--- config.mk ---
export PLATFORM = sky130hd
export DESIGN_NAME = herring_clkgen_decoder
export DESIGN_NICKNAME = d
export VERILOG_FILES = /design/src/rtl/herring_pkg.sv /design/src/rtl/herring_addr_match.sv /design/src/rtl/herring_clkgen_decoder.sv
export SDC_FILE = /design/constraint.sdc
export NUM_CORES = 1
export LEC_CHECK = 0
export ABC_CLOCK_PERIOD_IN_PS = 5150
export CORE_MARGIN = 3
export CORE_UTILIZATION = 55
export DETAILED_ROUTE_END_ITERATION = 7
export PLACE_DENSITY = 0.81
export SLEW_MARGIN = 25
export SYNTH_ARGS = -nofsm -noshare
export SYNTH_HDL_FRONTEND = slang
export SYNTH_SLANG_ARGS = --single-unit
--- constraint.sdc ---
create_clock -name clk_src -period 5.15 [get_ports clk_src]
set_input_delay 1.2875 -clock clk_src [delete_from_list [all_inputs] [get_ports clk_src]]
set_output_delay 1.2875 -clock clk_src [all_outputs]
set_load 0.02 [all_outputs]
--- src/rtl/herring_pkg.sv ---
`default_nettype none
// ============================================================================
//  Module      : herring_pkg
//  Description : Shared clock FSM state type and default chip-select windows
//                for the herring clock generator / bus decoder.
//  Revision    : 1.0 - initial release
// ============================================================================
package herring_pkg;

    typedef enum logic [1:0] {
        LOW     = 2'd0,
        HIGH    = 2'd1,
        STRETCH = 2'd2
    } clk_state_t;

    // Windows over the 6 upper address bits: ACIA1 at 0x8000, VIA1 at 0x8400
    localparam logic [5:0] C_ACIA1_MATCH = 6'b100000;
    localparam logic [5:0] C_ACIA1_MASK  = 6'b111111;
    localparam logic [5:0] C_VIA1_MATCH  = 6'b100001;
    localparam logic [5:0] C_VIA1_MASK   = 6'b111111;

endpackage
`default_nettype wire

--- src/rtl/herring_addr_match.sv ---
`default_nettype none
// ============================================================================
//  Module      : herring_addr_match
//  Description : NUM_CS mask/match address windows with lowest-index priority;
//                returns a one-hot select and the winning window's wait count.
//  Revision    : 1.0 - initial release
// ============================================================================
module herring_addr_match #(
    parameter int                           NUM_CS   = 8,
    parameter int                           ADDR_W   = 6,
    parameter int                           WAIT_W   = 3,
    parameter logic [NUM_CS*ADDR_W-1:0]     CS_MATCH = '0,
    parameter logic [NUM_CS*ADDR_W-1:0]     CS_MASK  = '0,
    parameter logic [NUM_CS*WAIT_W-1:0]     CS_WAIT  = '0
) (
    input  logic [ADDR_W-1:0]   i_address,
    output logic [NUM_CS-1:0]   o_select,
    output logic [WAIT_W-1:0]   o_wait
);

    logic [NUM_CS-1:0] w_hit;

    // An all-zero mask would otherwise match every address, so it disables the window
    for (genvar gi = 0; gi < NUM_CS; gi++) begin : g_win
        assign w_hit[gi] = (CS_MASK[gi*ADDR_W +: ADDR_W] != '0) &&
                           (((i_address ^ CS_MATCH[gi*ADDR_W +: ADDR_W]) &
                             CS_MASK[gi*ADDR_W +: ADDR_W]) == '0);
    end

    always_comb begin
        o_select = '0;
        o_wait   = '0;
        for (int i = NUM_CS - 1; i >= 0; i--) begin
            if (w_hit[i]) begin
                o_select    = '0;
                o_select[i] = 1'b1;
                o_wait      = CS_WAIT[i*WAIT_W +: WAIT_W];
            end
        end
    end

endmodule
`default_nettype wire

--- src/rtl/herring_clkgen_decoder.sv ---
`default_nettype none
// ============================================================================
//  Module      : herring_clkgen_decoder
//  Description : 6502 clock generator with run-time divider and per-window
//                wait-state stretching, plus active-low chip-select decode.
//  Revision    : 1.0 - initial release
// ============================================================================
module herring_clkgen_decoder
    import herring_pkg::*;
#(
    parameter int                           NUM_CS       = 8,
    parameter int                           ADDR_W       = 6,
    parameter int                           HALF_W       = 24,
    parameter int unsigned                  DEFAULT_HALF = 262143,
    parameter int                           WAIT_W       = 3,
    parameter logic [NUM_CS*ADDR_W-1:0]     CS_MATCH     = '0,
    parameter logic [NUM_CS*ADDR_W-1:0]     CS_MASK      = '0,
    parameter logic [NUM_CS*WAIT_W-1:0]     CS_WAIT      = '0
) (
    input  logic                clk_src,
    input  logic                reset_n,
    input  logic [HALF_W-1:0]   half_sel,
    input  logic [ADDR_W-1:0]   address,
    input  logic                rw,
    input  logic                cpu_clk_out,
    output logic                cpu_clk_in,
    output logic [NUM_CS-1:0]   decoder,
    output logic                ram_we_n,
    output logic                wait_active
);

    clk_state_t         r_state;
    logic [HALF_W-1:0]  r_cnt;
    logic [HALF_W-1:0]  r_half_q;
    logic [WAIT_W-1:0]  r_wait_q;
    logic               r_clk;
    logic               r_wait_active;

    logic [NUM_CS-1:0]  w_select;
    logic [WAIT_W-1:0]  w_win_wait;
    logic               w_phase_end;

    herring_addr_match #(
        .NUM_CS   (NUM_CS),
        .ADDR_W   (ADDR_W),
        .WAIT_W   (WAIT_W),
        .CS_MATCH (CS_MATCH),
        .CS_MASK  (CS_MASK),
        .CS_WAIT  (CS_WAIT)
    ) u_addr_match (
        .i_address (address),
        .o_select  (w_select),
        .o_wait    (w_win_wait)
    );

    assign w_phase_end = (r_cnt == r_half_q);

    always_ff @(posedge clk_src or negedge reset_n) begin
        if (!reset_n) begin
            r_state       <= LOW;
            r_cnt         <= '0;
            r_half_q      <= HALF_W'(DEFAULT_HALF);
            r_wait_q      <= '0;
            r_clk         <= 1'b0;
            r_wait_active <= 1'b0;
        end else begin
            r_cnt <= w_phase_end ? '0 : r_cnt + 1'b1;
            case (r_state)
                LOW: begin
                    if (w_phase_end) begin
                        r_state  <= HIGH;
                        r_clk    <= 1'b1;
                        r_wait_q <= w_win_wait;
                    end
                end
                HIGH: begin
                    if (w_phase_end) begin
                        if (r_wait_q != '0) begin
                            r_state       <= STRETCH;
                            r_wait_active <= 1'b1;
                        end else begin
                            r_state  <= LOW;
                            r_clk    <= 1'b0;
                            r_half_q <= half_sel;
                        end
                    end
                end
                STRETCH: begin
                    // One full half-period consumed per wait state
                    if (w_phase_end) begin
                        r_wait_q <= r_wait_q - 1'b1;
                        if (r_wait_q <= WAIT_W'(1)) begin
                            r_state       <= LOW;
                            r_clk         <= 1'b0;
                            r_wait_active <= 1'b0;
                            r_half_q      <= half_sel;
                        end
                    end
                end
                default: begin
                    r_state       <= LOW;
                    r_clk         <= 1'b0;
                    r_wait_active <= 1'b0;
                end
            endcase
        end
    end

    assign cpu_clk_in  = r_clk;
    assign wait_active = r_wait_active;
    assign decoder     = reset_n ? ~w_select : '1;
    assign ram_we_n    = reset_n ? ~(cpu_clk_out & ~rw) : 1'b1;

endmodule
`default_nettype wire

==> After elaboration in Yosys (flattened, before gate mapping) <==
Index checks and enable logic that the tools add are counted.
{ "word_totals": {"output_inout_bits": 11, "wordCells": 56, "reg_bits": 55} }
{ "classes": {"reduce_logical": 9, "n_eq_ne": 9, "order_cmp": 1, "n_bitwise": 4, "mux": 25, "add_sub_neg": 2} }
{ "ops": {"columns": ["operator", "n"], "rows": [
  ["24-bit two-way mux", 5],
  ["24-bit one-hot mux with 2 select lines", 1],
  ["24-bit by 1-bit adder with 24-bit output, second input constant", 1],
  ["24-bit equality test", 1],
  ["5-bit AND reduction", 3],
  ["2-bit != test, second input constant", 6],
  ["2-bit two-way mux", 5],
  ["1-bit two-way mux", 8],
  ["3-bit two-way mux", 2],
  ["1-bit one-hot mux with 3 select lines", 2],
  ["2-bit one-hot mux with 3 select lines", 1],
  ["3-bit one-hot mux with 2 select lines", 1],
  ["4-bit AND reduction", 1],
  ["2-bit nonzero test", 2],
  ["3-bit by 1-bit less-or-equal comparator with 1-bit output, second input constant", 1],
  ["1-bit inverter", 3],
  ["3-bit AND reduction", 1],
  ["3-bit nonzero test", 1],
  ["3-bit by 1-bit subtractor with 3-bit output, second input constant", 1],
  ["2-bit by 1-bit equality test with 1-bit output, second input constant", 1],
  ["2-bit equality test, second input constant", 1],
  ["2-bit logical NOT", 1],
  ["1-bit bitwise AND", 1]
]} }

==> Depth between registers and ports, before layout <==
Gate-level depths: netlist of run 1.
{ "depth": {"word_depth": 4, "ltp_mapped": 8} }

==> Hierarchy <==
A second synthesis of run 1 with hierarchy kept.
{ "unflattened": {"cells_unflattened": 266, "hier_area_um2": 2986.6} }
{ "modules_own_cells": {"columns": ["module", "seq_area_each_um2", "area_each_um2", "instances", "cells_each"], "rows": [
  ["herring_clkgen_decoder", 1398.8, 2900.3, 1, 254],
  ["herring_addr_match", 0.0, 86.3, 1, 12]
]} }

==> Worst setup path before layout of run 1 <==
No wires, ideal clock.
{ "synth_path": {"kind": "input -> output", "startpoint": "in rw", "endpoint": "out ram_we_n", "path_stages": 1, "arrival_time_ns": 1.539, "n_path_buf": 0, "slack_ns": 2.323, "cell_sequence": "nand3b_1"} }
{ "synth_between": {"elab_chain_len": 4} }
{ "synth_rtl": {"columns": ["element", "line_no", "source"], "rows": [
  ["from (decl)", "herring_clkgen_decoder.sv:24", "input logic rw,"],
  ["1-bit inverter", "herring_clkgen_decoder.sv:112", "assign ram_we_n = reset_n ? ~(cpu_clk_out & ~rw) : 1'b1;"],
  ["1-bit bitwise AND", "herring_clkgen_decoder.sv:112", null],
  ["1-bit inverter", "herring_clkgen_decoder.sv:112", null],
  ["1-bit two-way mux", "herring_clkgen_decoder.sv:112", null],
  ["to (decl)", "herring_clkgen_decoder.sv:28", "output logic ram_we_n,"]
]} }
Every way passes these cells.

==> Final worst setup path of run 1 <==
Same ends and word-level chain as after synthesis.

==> flow_summary.json, run 1 <==
{
  "cp-start-kind": "input port",
  "antenna_cells": 0,
  "syn_inst": 256,
  "layout_min_cycle_time_ns": 3.710,
  "grt_max_degree": 56,
  "hp-class": "flop to flop",
  "h-tree-depth": 2,
  "cts-buffers-inserted": 5,
  "crit_path_end_kind": "output port",
  "die_height_um": 79.09,
  "syn_avg_cell_area_um2": 11.48,
  "skew_ns": 0.005506,
  "drive_above_1_share_pct": 20.70,
  "slew_viol_final": 0,
  "p_total_w": 0.0007458,
  "synth_warnings": 0,
  "arrival_ns": 2.42,
  "holdBufCountCts": 0,
  "gp_congestion": 0.8518,
  "path_clk_slew_ns": 0.09,
  "outcome": "completed",
  "grt.total_usage_pct": 18.48,
  "whs_ns": 0.5428,
  "cts_tree": "done",
  "io_pins": 45,
  "synth-seq-cells": 55,
  "first_pass_iters": 4,
  "critical_path.max_stage_delay_ns": 0.60,
  "cp.buffers_inverters": 2,
  "post_drt_wl_per_cell_um": 15.19,
  "drtIter0Drc": 138,
  "irDropWorstVdd_mv": 0.1549,
  "crit_chain": "clkdlybuf4s50_1 -> nand3b_1 -> clkdlybuf4s50_1",
  "final_common_cell": "dfrtp_1",
  "cts_root_buf": "clkbuf_8",
  "antenna_left": 0,
  "grt_pass1_wl_um": 8970,
  "crit_required_ns": 3.86,
  "port_buffers": 30,
  "finalHoldViolations": 0,
  "cts_resized": 0,
  "fmax_mhz": 269.5,
  "rsz0062_at_grt": "no",
  "die_x_um": 79.09,
  "die_area_um2": 6254,
  "power.leakage_nw": 1.456,
  "synth-seq-area-share_pct": 47.61,
  "drc_errors": 0,
  "core_um2": 4942,
  "cpLargestDelayFamily": "buffers and inverters",
  "overflow": 0,
  "tightest_slew_ns": 0.6949,
  "start_util_pct": 59.44,
  "via_per_inst": 5.463,
  "vias": 1923,
  "antenna_found_initial": 0,
  "worstSetupPathType": "input port to output port",
  "crit_top_cell": "clkdlybuf4s50_1",
  "timing.slew.headroom_pct": 53.67,
  "routed_wl_um": 5346,
  "fin_crit_sh_pct": 72.04,
  "final-setup-viol-count": 0,
  "syn_to_final_growth_pct": 12.99,
  "clk_path_buf_depth": 2,
  "cts_setup_buffers": 0,
  "critPathSlowestCell": "clkdlybuf4s50_1",
  "power_density_nw_per_um2": 224.7,
  "final_nets": 322,
  "finalSetupTns_ns": 0,
  "clkLatencyLatePin_ns": 0.31,
  "ys_types": 41,
  "cap_viol_max_count": 0,
  "clkSinkCount": 55,
  "hpwl_um": 3871,
  "crit_fanout": 1,
  "final_cell_mix": "dfrtp_1 (37), nor2_1 (30), clkdlybuf4s50_1 (29), xor2_1 (24), xnor2_1 (22)",
  "grt_pass1_vias": 1863,
  "syn_area_um2": 2938,
  "core.rowCount": 25
}
## per-layer routing
layer  part of all wire [%]  wire length [um]  global-route usage [%]
met1                     46              2460                   25.54
met2                     47              2522                   28.37
met3                    5.3               281                   5.442
met4                    1.5                82                   5.155
met5                      0                 0                       0
## per-stage QoR
step                      util (%)  cell area (um2)  instances  setup slack [ns]
final                        67.16             3319        352             1.440
after CTS                    67.06             3314        352             1.438
after detailed placement     65.37             3231        344             1.432
after global routing         67.16             3319        352             1.421
after global placement       65.37             3231        344             1.434
after floorplan                  -             2964        263             2.323
## cells in the mapped netlist
master | number | area, um2
dfrtp_1 | 37 | 925.9
nor2_1 | 31 | 116.4
xor2_1 | 24 | 210.2
xnor2_1 | 22 | 192.7
mux2_4 | 20 | 300.3
dfstp_2 | 18 | 473.0
buf_4 | 9 | 67.56
nand3_1 | 9 | 45.04
nor4_1 | 9 | 56.30
nand4_1 | 8 | 50.05
inv_1 | 7 | 26.28
nand2_1 | 7 | 26.28
and4_1 | 4 | 35.03
ha_1 | 4 | 50.05
mux2_2 | 4 | 45.04
nor3_1 | 4 | 20.02
buf_6 | 3 | 33.78
clkbuf_1 | 3 | 11.26
nor2b_1 | 3 | 18.77
o21ai_0 | 3 | 15.01
a21oi_1 | 2 | 10.01
buf_2 | 2 | 10.01
mux2i_1 | 2 | 20.02
nand2b_1 | 2 | 12.51
o211ai_1 | 2 | 15.01
o21ba_2 | 2 | 20.02
a221o_1 | 1 | 10.01
a22o_1 | 1 | 8.760
a311o_1 | 1 | 10.01
a31o_2 | 1 | 8.760
a31oi_1 | 1 | 6.260
and3_1 | 1 | 6.260
conb_1 | 1 | 3.750
nand3_4 | 1 | 17.52
nand3b_1 | 1 | 7.510
nand4b_1 | 1 | 8.760
nor4_2 | 1 | 12.51
nor4b_1 | 1 | 8.760
o21bai_1 | 1 | 7.510
o41ai_1 | 1 | 8.760
or2_2 | 1 | 6.260
## final timing paths
| kind | startpoint | endpoint | slack (ns) | depth (start not counted) |
|---|---|---|---|---|
| max reg2reg | r_cnt[13] | r_half_q[21] | 2.68 | 5 |
| max | rw | ram_we_n | 1.44 | 3 |
| min in group asynchronous | reset_n | r_wait_q[2] | 1.13 | 2 |
| min | r_half_q[22] | r_half_q[22] | 0.54 | 1 |
| max in group asynchronous | reset_n | r_cnt[17] | 3.55 | 2 |
| min reg2reg | r_half_q[22] | r_half_q[22] | 0.54 | 1 |
## cell type report
type / instances / area (um2)
clock buffers: 5 / 68.82
clock inverters: 3 / 15.01
fillers: 394 / 1623
inverters: 7 / 26.28
multi-input cells: 184 / 1424
flip-flops and latches: 55 / 1399
well taps: 67 / 83.83
repair buffers: 31 / 302.8
## where the power goes
| part | switching, W | internal, W | leakage [nW] |
|---|---|---|---|
| Combinational | 0.0000241 | 0.0000351 | 0.735 |
| Clock | 0.000138 | 0.0000935 | 0.0477 |
| Sequential | 0.00000746 | 0.000447 | 0.673 |
| Total | 0.000170 | 0.000576 | 1.46 |
## kinds of logic (layout without fill, tap and decap cells)
group / after synthesis / count (layout) / synth area share (%)
buffers and inverters: 24 / 46 / 5.068
muxes: 26 / 26 / 12.44
adders and majority gates: 4 / 4 / 1.704
AOI/OAI and AO/OA: 16 / 16 / 4.089
xor gates and xnor gates: 46 / 46 / 13.71
other: 1 / 8 / 0.1276
DFF: 55 / 55 / 47.61
and+or+nand+nor: 84 / 84 / 15.25
## state kept, by name, summed over array words and instances (netlist names)
register     flops
r_half_q        24
wait_active      1
cpu_clk_in       1
r_wait_q         3
r_state          2
r_cnt           24
(Power assumes the default switching activity.)
==> inputs of run 2 (changes only) <==
--- a/config.mk
+++ b/config.mk
@@ -5,11 +5,11 @@
 export SDC_FILE = /design/constraint.sdc
 export NUM_CORES = 1
 export LEC_CHECK = 0
-export ABC_CLOCK_PERIOD_IN_PS = 5150
+export ABC_CLOCK_PERIOD_IN_PS = 3400
 export CORE_MARGIN = 3
-export CORE_UTILIZATION = 55
+export CORE_UTILIZATION = 49
 export DETAILED_ROUTE_END_ITERATION = 7
-export PLACE_DENSITY = 0.81
+export PLACE_DENSITY = 0.76
 export SLEW_MARGIN = 25
 export SYNTH_ARGS = -nofsm -noshare
 export SYNTH_HDL_FRONTEND = slang
==> constraint.sdc (replaced) <==
create_clock -name clk_src -period 3.4 [get_ports clk_src]
set_input_delay 0.85 -clock clk_src [delete_from_list [all_inputs] [get_ports clk_src]]
set_output_delay 0.85 -clock clk_src [all_outputs]
set_load 0.02 [all_outputs]
==> run 2 against run 1 <==
Effect of this change:
- sequential cell count unchanged
- worst setup slack worse by 0.89 ns
- combinational power up 51%
- sequential share of layout area down 0.095 points
- global-route usage down 2.7 points
- critical path type unchanged
- largest cell class unchanged
- highest routed layer unchanged
==> flow_summary.json, run 2 (synthesis gave the netlist of run 1 again) <==
{
  "outcome": "completed",
  "cap_viol_max_count": 0,
  "cts-buffers-inserted": 5,
  "grt_max_degree": 56,
  "drc_errors": 0,
  "crit_required_ns": 2.55,
  "final_common_cell": "dfrtp_1",
  "rsz0062_at_grt": "no",
  "drive_above_1_share_pct": 20.28,
  "fmax_mhz": 351.2,
  "core.rowCount": 27,
  "power.leakage_nw": 1.455,
  "finalSetupTns_ns": 0,
  "whs_ns": 0.5355,
  "power_density_nw_per_um2": 337.8,
  "overflow": 0,
  "setup_ws_ns": 0.5529,
  "die_x_um": 83.43,
  "start_util_pct": 52.07,
  "antenna_cells": 0,
  "clkLatencyLatePin_ns": 0.30,
  "layout_min_cycle_time_ns": 2.847,
  "multi_input_area_um2": 1416,
  "final_cell_mix": "dfrtp_1 (37), nor2_1 (31), clkdlybuf4s50_1 (29), xor2_1 (24), xnor2_1 (22)",
  "fin_cells": 358,
  "skew_ns": 0.009851,
  "fin_crit_sh_pct": 83.74,
  "hpwl_um": 3794,
  "core_um2": 5642,
  "post_drt_wl_per_cell_um": 14.43,
  "cts_setup_buffers": 0,
  "top_regs": "r_cnt: 24 flops, r_half_q: 24 flops, r_wait_q: 3 flops",
  "vias": 1910,
  "h-tree-depth": 2,
  "routed_wl_um": 5167,
  "via_per_inst": 5.335,
  "cts_resized": 0,
  "cts_root_buf": "clkbuf_8",
  "cts_tree": "done",
  "clkSinkCount": 55,
  "nFillCells": 491,
  "holdBufCountCts": 0,
  "irDropWorstVdd_mv": 0.1699,
  "finalHoldViolations": 0,
  "gp_congestion": 0.7405,
  "tightest_slew_ns": 0.6830,
  "port_buffers": 30,
  "register_area_um2": 1399,
  "crit_path_end_kind": "output port",
  "final_nets": 323,
  "grt_pass1_wl_um": 8928,
  "cp-start-kind": "input port",
  "grt.total_usage_pct": 15.82,
  "grt_pass1_vias": 1865,
  "clk_path_buf_depth": 2,
  "path_clk_slew_ns": 0.09,
  "timing.slew.headroom_pct": 54.47,
  "drtIter0Drc": 73,
  "dp.cells": 350,
  "antenna_left": 0,
  "first_pass_iters": 4,
  "die_height_um": 83.43,
  "worstSetupPathType": "input port to output port",
  "crit_fanout": 1,
  "die_area_um2": 6961,
  "final-setup-viol-count": 0,
  "syn_to_final_growth_pct": 13.25,
  "antenna_found_initial": 0,
  "io_pins": 45,
  "slew_viol_final": 0,
  "hp-class": "flop to flop",
  "arrival_ns": 2.00,
  "pre_cts_slack_ns": 0.5344,
  "p_total_w": 0.001124
}
-- run 2: changes by cell type in the layout (fill, tap and decap cells not counted) --
cell and change:
clkinvlp_4 +1, nor2_4 -1, clkinv_2 -2, nor2_1 +1, buf_4 +1, clkbuf_1 +1
-- run 2: through the flow --
| step | instance area [um2] | utilization [%] |
|---|---|---|
| global route | 3327 | 58.97 |
| CTS | 3327 | 58.97 |
| detailed placement | 3242 | 57.46 |
| finish | 3327 | 58.97 |
| floorplan | 2964 | - |
| global placement | 3242 | 57.46 |
-- run 2: power by group --
part           internal [W]   total, W  leakage (nW)  switching [W]
sequential         0.000678   0.000689         0.673      0.0000117
combinational     0.0000531  0.0000893         0.741      0.0000362
clock              0.000144   0.000345        0.0412       0.000201
total              0.000875    0.00112          1.45       0.000249
-- run 2: critical path: stages --
cell	delay, ns
clkdlybuf4s50_1	0.45
nand3b_1	0.09
clkdlybuf4s50_1	0.61
-- run 2: final cells by class --
class                   instances  area share, %
multi-input cells             184          42.57
flip-flops and latches         55          42.05
repair buffers                 32          9.327
clock inverters                 2         0.3761
inverters                       7         0.7898
clock buffers                   6          2.181
well taps                      72          2.708
-- run 2: worst paths after layout --
kind / cells after the start / slack (ns) / endpoint / start
max: 3 / 0.55 / ram_we_n / rw
min: 1 / 0.54 / r_half_q[21] / r_half_q[21]
max reg2reg: 5 / 0.86 / r_half_q[21] / r_cnt[13]
min reg2reg: 1 / 0.54 / r_half_q[21] / r_half_q[21]
max in group asynchronous: 2 / 2.25 / r_cnt[8] / reset_n
min in group asynchronous: 2 / 0.68 / r_wait_q[0] / reset_n
-- run 2: routing by layer --
layer / GRT usage [%] / up-vias / wire length, um
met3: 3.373 / 2 / 212
li1: - / 925 / -
met5: 0 / - / 0
met1: 21.51 / 939 / 2415
met4: 3.070 / 0 / 27
met2: 26.31 / 44 / 2512
